### src/rtl/axi_lite_pkg.sv
// Shared AXI4-Lite definitions: response codes and the master FSM state encoding.
package axi_lite_pkg;

   localparam logic [1:0] RESP_OKAY   = 2'b00;
   localparam logic [1:0] RESP_EXOKAY = 2'b01;
   localparam logic [1:0] RESP_SLVERR = 2'b10;
   localparam logic [1:0] RESP_DECERR = 2'b11;

   typedef enum logic [2:0] {
      IDLE    = 3'd0,
      WR_REQ  = 3'd1,
      WR_RESP = 3'd2,
      RD_REQ  = 3'd3,
      RD_DATA = 3'd4,
      RESP    = 3'd5
   } master_state_t;

endpackage

### src/rtl/axi_lite_master.sv
// AXI4-Lite initiator: turns single-beat commands into one AXI write or read
// transaction at a time and returns status and read data on a response port.
module axi_lite_master
   import axi_lite_pkg::*;
#(
   parameter int DATA_WIDTH   = 32,
   parameter int ADDRESS_SIZE = 8
) (
   input  logic                      ACLK,
   input  logic                      ARESET,
   input  logic                      cmd_valid,
   output logic                      cmd_ready,
   input  logic                      cmd_write,
   input  logic [ADDRESS_SIZE-1:0]   cmd_addr,
   input  logic [DATA_WIDTH-1:0]     cmd_wdata,
   input  logic [DATA_WIDTH/8-1:0]   cmd_wstrb,
   output logic                      rsp_valid,
   input  logic                      rsp_ready,
   output logic [DATA_WIDTH-1:0]     rsp_rdata,
   output logic                      rsp_err,
   output logic [ADDRESS_SIZE-1:0]   AWADDR,
   output logic                      AWVALID,
   input  logic                      AWREADY,
   output logic [DATA_WIDTH-1:0]     WDATA,
   output logic [DATA_WIDTH/8-1:0]   WSTRB,
   output logic                      WVALID,
   input  logic                      WREADY,
   input  logic [1:0]                BRESP,
   input  logic                      BVALID,
   output logic                      BREADY,
   output logic [ADDRESS_SIZE-1:0]   ARADDR,
   output logic                      ARVALID,
   input  logic                      ARREADY,
   input  logic [DATA_WIDTH-1:0]     RDATA,
   input  logic [1:0]                RRESP,
   input  logic                      RVALID,
   output logic                      RREADY
);

   master_state_t state;
   logic          aw_done;
   logic          w_done;
   logic          aw_hs;
   logic          w_hs;

   assign aw_hs = AWVALID && AWREADY;
   assign w_hs  = WVALID && WREADY;

   always_ff @(posedge ACLK or posedge ARESET) begin
      if (ARESET) begin
         state     <= IDLE;
         aw_done   <= 1'b0;
         w_done    <= 1'b0;
         cmd_ready <= 1'b0;
         rsp_valid <= 1'b0;
         rsp_rdata <= '0;
         rsp_err   <= 1'b0;
         AWADDR    <= '0;
         AWVALID   <= 1'b0;
         WDATA     <= '0;
         WSTRB     <= '0;
         WVALID    <= 1'b0;
         BREADY    <= 1'b0;
         ARADDR    <= '0;
         ARVALID   <= 1'b0;
         RREADY    <= 1'b0;
      end else begin
         case (state)
            IDLE: begin
               // cmd_ready is registered, so it first rises one edge after reset release
               if (cmd_valid && cmd_ready) begin
                  cmd_ready <= 1'b0;
                  if (cmd_write) begin
                     AWADDR  <= cmd_addr;
                     WDATA   <= cmd_wdata;
                     WSTRB   <= cmd_wstrb;
                     AWVALID <= 1'b1;
                     WVALID  <= 1'b1;
                     aw_done <= 1'b0;
                     w_done  <= 1'b0;
                     state   <= WR_REQ;
                  end else begin
                     ARADDR  <= cmd_addr;
                     ARVALID <= 1'b1;
                     state   <= RD_REQ;
                  end
               end else begin
                  cmd_ready <= 1'b1;
               end
            end
            WR_REQ: begin
               if (aw_hs) begin
                  AWVALID <= 1'b0;
                  aw_done <= 1'b1;
               end
               if (w_hs) begin
                  WVALID <= 1'b0;
                  w_done <= 1'b1;
               end
               // either channel may finish first, or both on the same edge
               if ((aw_done || aw_hs) && (w_done || w_hs)) begin
                  BREADY <= 1'b1;
                  state  <= WR_RESP;
               end
            end
            WR_RESP: begin
               if (BVALID) begin
                  BREADY    <= 1'b0;
                  rsp_err   <= (BRESP != RESP_OKAY);
                  rsp_rdata <= '0;
                  rsp_valid <= 1'b1;
                  state     <= RESP;
               end
            end
            RD_REQ: begin
               if (ARREADY) begin
                  ARVALID <= 1'b0;
                  RREADY  <= 1'b1;
                  state   <= RD_DATA;
               end
            end
            RD_DATA: begin
               if (RVALID) begin
                  RREADY    <= 1'b0;
                  rsp_rdata <= RDATA;
                  rsp_err   <= (RRESP != RESP_OKAY);
                  rsp_valid <= 1'b1;
                  state     <= RESP;
               end
            end
            RESP: begin
               if (rsp_ready) begin
                  rsp_valid <= 1'b0;
                  cmd_ready <= 1'b1;
                  state     <= IDLE;
               end
            end
            default: state <= IDLE;
         endcase
      end
   end

endmodule

### config.mk
export PLATFORM = sky130hd
export DESIGN_NAME = axi_lite_master
export DESIGN_NICKNAME = d
export VERILOG_FILES = /design/src/rtl/axi_lite_pkg.sv /design/src/rtl/axi_lite_master.sv
export SDC_FILE = /design/constraint.sdc
export NUM_CORES = 1
export LEC_CHECK = 0
export BUFFER_PORTS_ARGS = -buffer_cell sky130_fd_sc_hd__buf_4
export CELL_PAD_IN_SITES_DETAIL_PLACEMENT = 1
export CELL_PAD_IN_SITES_GLOBAL_PLACEMENT = 2
export CORE_ASPECT_RATIO = 0.9
export CORE_MARGIN = 2
export CORE_UTILIZATION = 31
export DETAILED_ROUTE_END_ITERATION = 8
export HOLD_SLACK_MARGIN = 0.02
export PLACE_DENSITY = 0.86
export SLEW_MARGIN = 20
export SYNTH_ARGS = -nofsm -noshare
export SYNTH_HDL_FRONTEND = slang
export SYNTH_SLANG_ARGS = --single-unit
### constraint.sdc
create_clock -name ACLK -period 4.35 [get_ports ACLK]
set_input_delay 0.6525 -clock ACLK [delete_from_list [all_inputs] [get_ports ACLK]]
set_output_delay 0.6525 -clock ACLK [all_outputs]
set_load 0.02 [all_outputs]
After elaboration in Yosys (flattened, before gate mapping)
Index checks and enable logic that the tools add are counted.
- word-level logic and storage cells: 102
- register bits after elaboration: 97
- input bits: 90
- output and inout port bits: 92
- eq/ne operators: 15
- bitwise logic cells: 1
- reduce and logical (&&, ||, !) cells: 27
- multiplexer cells: 43
- operator list (operator ; count):
    two-way mux 32 bit ; 2
    case mux 32 bit (2 select lines) ; 1
    two-way mux 1 bit ; 22
    != test 2 bit (second input constant) ; 10
    two-way mux 3 bit ; 6
    case mux 1 bit (2 select lines) ; 9
    case mux 3 bit (6 select lines) ; 1
    AND reduction 4 bit ; 4
    nonzero test 2 bit ; 8
    AND reduction 3 bit ; 5
    equality test 3 x 2 -> 1 bit (second input constant) ; 2
    equality test 3 bit (second input constant) ; 2
    AND reduction 6 bit ; 1
    logical AND 1 bit ; 4
    equality test 3 x 1 -> 1 bit (second input constant) ; 1
    logical NOT 3 bit ; 1
    case mux 1 bit (3 select lines) ; 1
    nonzero test 3 bit ; 1
    logical OR 1 bit ; 2
    two-way mux 2 bit ; 1
    AND reduction 2 bit ; 1
    NOT 1 bit ; 1

Longest topological paths before layout
- depth after elaboration: 5
- mapped depth: 7
- mapped depth without buffers: 4

Worst setup path after synthesis
No wires, ideal clock.
- path kind: input to register
- start: input cmd_valid
- end: register ARADDR[0]
- setup time: 0.125 ns
- data arrival time: 1.639 ns
- path slack: 2.586 ns
- required time: 4.225 ns
- cell stages on the path: 5
- cells stage by stage: nand2_1 nor4_4 nor2b_1 buf_4 mux2_2
- longest elaborated chain between the ends: 2
- RTL lines (item ; line ; text):
    start: declaration ; axi_lite_master.sv:11 ; input logic cmd_valid,
    logical AND 1 bit ; axi_lite_master.sv:71 ; if (cmd_valid && cmd_ready) begin
    AND reduction 3 bit (no source line) ; - ;
    end signal: assignment ; axi_lite_master.sv:83 ; ARADDR <= cmd_addr;
    end: declaration ; axi_lite_master.sv:31 ; output logic [ADDRESS_SIZE-1:0] ARADDR,
No other way between the ends.
A chain may end at the register's enable or synchronous reset.

Worst setup path after layout
- start: register state[0]
- end: register ARADDR[5]
- longest elaborated chain between the ends: 2
- RTL lines (item ; line ; text):
    start: declaration ; axi_lite_master.sv:40 ; master_state_t state;
    start signal: assignment ; axi_lite_master.sv:51 ; state <= IDLE;
    start signal: assignment ; axi_lite_master.sv:81 ; state <= WR_REQ;
    start signal: assignment ; axi_lite_master.sv:85 ; state <= RD_REQ;
    logical NOT 3 bit ; axi_lite_master.sv:68 ; case (state)
    AND reduction 3 bit (no source line) ; - ;
No other way between the ends.

==> summary.txt <==
Status
  • Status: complete, no violations

Power
  • Internal power: roughly 2600 µW
  • Sw Ratio: 0.3796
  • Combinational power share: 0.445
  • Clock share of power: 0.185
  • Seq pwr share: 0.370
  • Leakage: 0.002935 µW
  • Cell Pwr Density: a little over 700 nW/µm²
  • Psw: about 1600 µW
  • Peak VDD IR: around 0.30 mV

STA
  • Final setup viols: 0
  • Max Clock Freq: 413.5 MHz
  • Fin. max-slew vios: 0
  • Hold Violations, Final: 0
  • Setup TNS: 0 ns
  • Slew headroom: 0.4254
  • Tmin final: approximately 2.4 ns
  • RSZ-0062 raised after global routing: false
  • Fin crit share: 0.5560
  • Clk_skew: around 0.0063 ns
  • Worst slew pin tran: 0.8619 ns

Worst setup path
  • FF-to-FF End: ARADDR[5]$_DFFE_PP0P_
  • Path type of the worst setup path: flop to flop
  • Crit-path max FO: 19
  • R2r worst-path depth: 3
  • Startpoint types: flop
  • R2R Setup Slk: 1.93 ns
  • WP data required: roughly 4.6 ns
  • CP Capture Type: flop
  • Crit path DAT: 2.65 ns
  • R2R Path Start: state[0]$_DFFE_PP0P_

Yosys
  • List of most frequent post-synthesis cells: dfrtp_1 (97), nand2_1 (76), mux2_4 (39)
  • Top-count cell post-synth: dfrtp_1
  • Seq cells post-synth: 97
  • Post-synth top area share: 0.5980
  • Synth Cell Area: 4059 µm²
  • Post-synth EDFFs: 0
  • Post-synthesis cell count: 328
  • Synth warn: 0
  • Syn Area/Cell: approximately 12 µm²
  • Leading area contributor after synthesis: dfrtp_1
  • Synth Net Count: 418
  • FFs w/ async S/R, synth: 1.000
  • Number of distinct library cells after synthesis: 35
  • Leading post-synthesis cells by cell area: dfrtp_1 (60%), mux2_4 (14%), nand2_1 (7.0%)
  • Register area share after synthesis: 0.5980
  • Synth Flop Type: dfrtp_1

CTS
  • Postcts setup bufs: 0
  • Sink Count: 97
  • Clock buffer depth: 2
  • PostCTS Resize Cnt: 0
  • Clock root buffer: clkbuf_16
  • H-tree Lvls: 3
  • CTS Hold Buffers Added: 0
  • Clock-pin transition on the worst setup and hold timing paths: 0.07 ns
  • Clock Latency Late Sink: approximately 0.35 ns
  • Total CTS buffers: 9
  • CTS tree: yes

GRT
  • Number of global-route vias before repair: 3,382
  • GRT Total Usage: 0.1649
  • Global route overflow: 0
  • Initial antenna violation count: 0
  • First-pass GRT wire length: 18,280 µm
  • Largest net degree at the start of global routing: 68

Floorplan
  • Num ports: 182
  • Die Y: between 100 and 150 µm
  • Die X: 124.6 µm
  • Placeable Area: 12,740 µm²
  • Initial Util: 0.3187
  • Die area: 14,030 µm²
  • FP Rows: 39

Final layout
  • Share of layout cells above drive strength 1: 0.5039
  • Final core occ: 0.4575
  • Cell area after layout: 5827 µm²
  • Nets: 593
  • Register area: ~2400 µm²
  • # diodes: 0
  • Fillers: about 1,400
  • Area of the multi-input gates: 1514 µm²
  • Area growth syn-to-layout: 43.56%

Drt
  • DRC errors left: 0
  • Vias per inst: 4.680
  • Vias: ~3,100
  • Avg WL per Cell: 16.72 µm
  • DRT Pass-1 Iters: 4
  • Post-DRT Antenna Nets: 0
  • Final WL: 11,230 µm
  • Number of DRC markers in iteration 0: roughly 110

Hold path
  • Hold Path Class: input port to asynchronous set/reset pin

Placed design
  • Placer Congestion: 0.7677
  • Placed cell area: approximately 5500 µm²
  • I/O Buffers: 181
  • Final HPWL DP: 8181 µm

Flow run
  • Maxcap violations: 0
how the worst max path moves through the flow:
| stage | from | slack (ns) | cells after the start | endpoint |
|---|---|---|---|---|
| global placement | cmd_valid | 2.01 | 5 | ARADDR[7]$_DFFE_PP0P_ |
| detailed placement | state[0]$_DFFE_PP0P_ | 1.94 | 3 | ARADDR[5]$_DFFE_PP0P_ |
| CTS | state[0]$_DFFE_PP0P_ | 1.92 | 3 | ARADDR[5]$_DFFE_PP0P_ |
| global route | state[0]$_DFFE_PP0P_ | 1.77 | 3 | ARADDR[5]$_DFFE_PP0P_ |
| finish | state[0]$_DFFE_PP0P_ | 1.93 | 3 | ARADDR[5]$_DFFE_PP0P_ |
| floorplan | ARESET | 1.16 | 1 | ARADDR[0]$_DFFE_PP0P_ |
sequential cells by signal (all words and copies together), names as in the netlist, 3 cells and up:
signal,cells
ARADDR,8
AWADDR,8
WDATA,32
WSTRB,4
rsp_rdata,32
state,3
cell families after synthesis:
logic type             count (synthesis)  synth area share
AND/OR/NAND/NOR                      102            0.1162
flip-flops                            97            0.5980
AO/OA/AOI/OAI                         55           0.07460
multiplexers                          52            0.1803
buffers and inverters                 22           0.03082
routing by layer:
layer	up-vias	global-route usage	routed length [µm]
met5	-	0	0
li1	1466	-	-
met4	0	0.04270	127
met1	1523	0.2046	4830
met2	147	0.2597	5071
met3	9	0.07912	1204
cell usage in the layout, fill, tap and decap left out:
cell type	synthesis	layout
nand3b_1	2	2
a22oi_1	1	1
o211ai_1	1	1
clkbuf_8	0	1
or3_1	2	2
nand3_1	5	5
inv_8	0	1
and3_1	1	1
mux2_2	13	13
a21o_1	2	1
clkinvlp_4	0	1
nor2_1	7	7
nand2_4	1	1
buf_4	1	183
inv_4	0	1
nand4bb_1	1	1
o31ai_1	1	1
or4b_1	2	2
inv_6	0	4
a21oi_1	6	6
nand2b_1	1	1
o21ai_0	33	33
nand4_1	1	1
a31oi_1	2	2
mux2_4	39	39
clkbuf_16	0	9
nor4_4	1	1
a22o_1	1	1
o21ai_1	5	5
dfrtp_1	97	97
a21o_4	0	1
nand2_1	76	76
nor3b_4	1	1
o21bai_1	1	1
a21boi_0	1	1
nor2b_1	1	1
a41oi_1	1	1
inv_1	3	2
final cells by class:
cell class	instances	share of cell area
clock inverters	6	0.009233
flip-flops and latches	97	0.4166
inverters	3	0.002362
repair buffers	183	0.2358
well taps	164	0.03522
multi-input cells	209	0.2598
clock buffers	10	0.04101
power by group through the flow:
stage	registers [µW]	clock network (µW)	logic, µW
finish	1560	781	1870
global route	1620	854	2010
CTS	1560	816	1900
detailed placement	1580	0	1890
global placement	1540	0	1850
floorplan	1920	0	706
critical path, stage by stage (launching register included):
cell and delay (ns):
dfrtp_1 0.64, nor4_4 0.50, nor2b_1 0.74, mux2_2 0.42
stage by stage:
| step | total power (µW) | instances | hold WS (ns) | setup slack (ns) |
|---|---|---|---|---|
| after detailed placement | 3467 | 656 | 0.4760 | 1.938 |
| after floorplan | 2629 | 328 | 0.4825 | 1.164 |
| after global placement | 3397 | 656 | 0.4632 | 2.010 |
| final | 4213 | 672 | 0.4842 | 1.931 |
| after global routing | 4475 | 672 | 0.5064 | 1.774 |
| after CTS | 4279 | 672 | 0.4940 | 1.925 |
No activity file was read; power rests on OpenSTA's default activity.
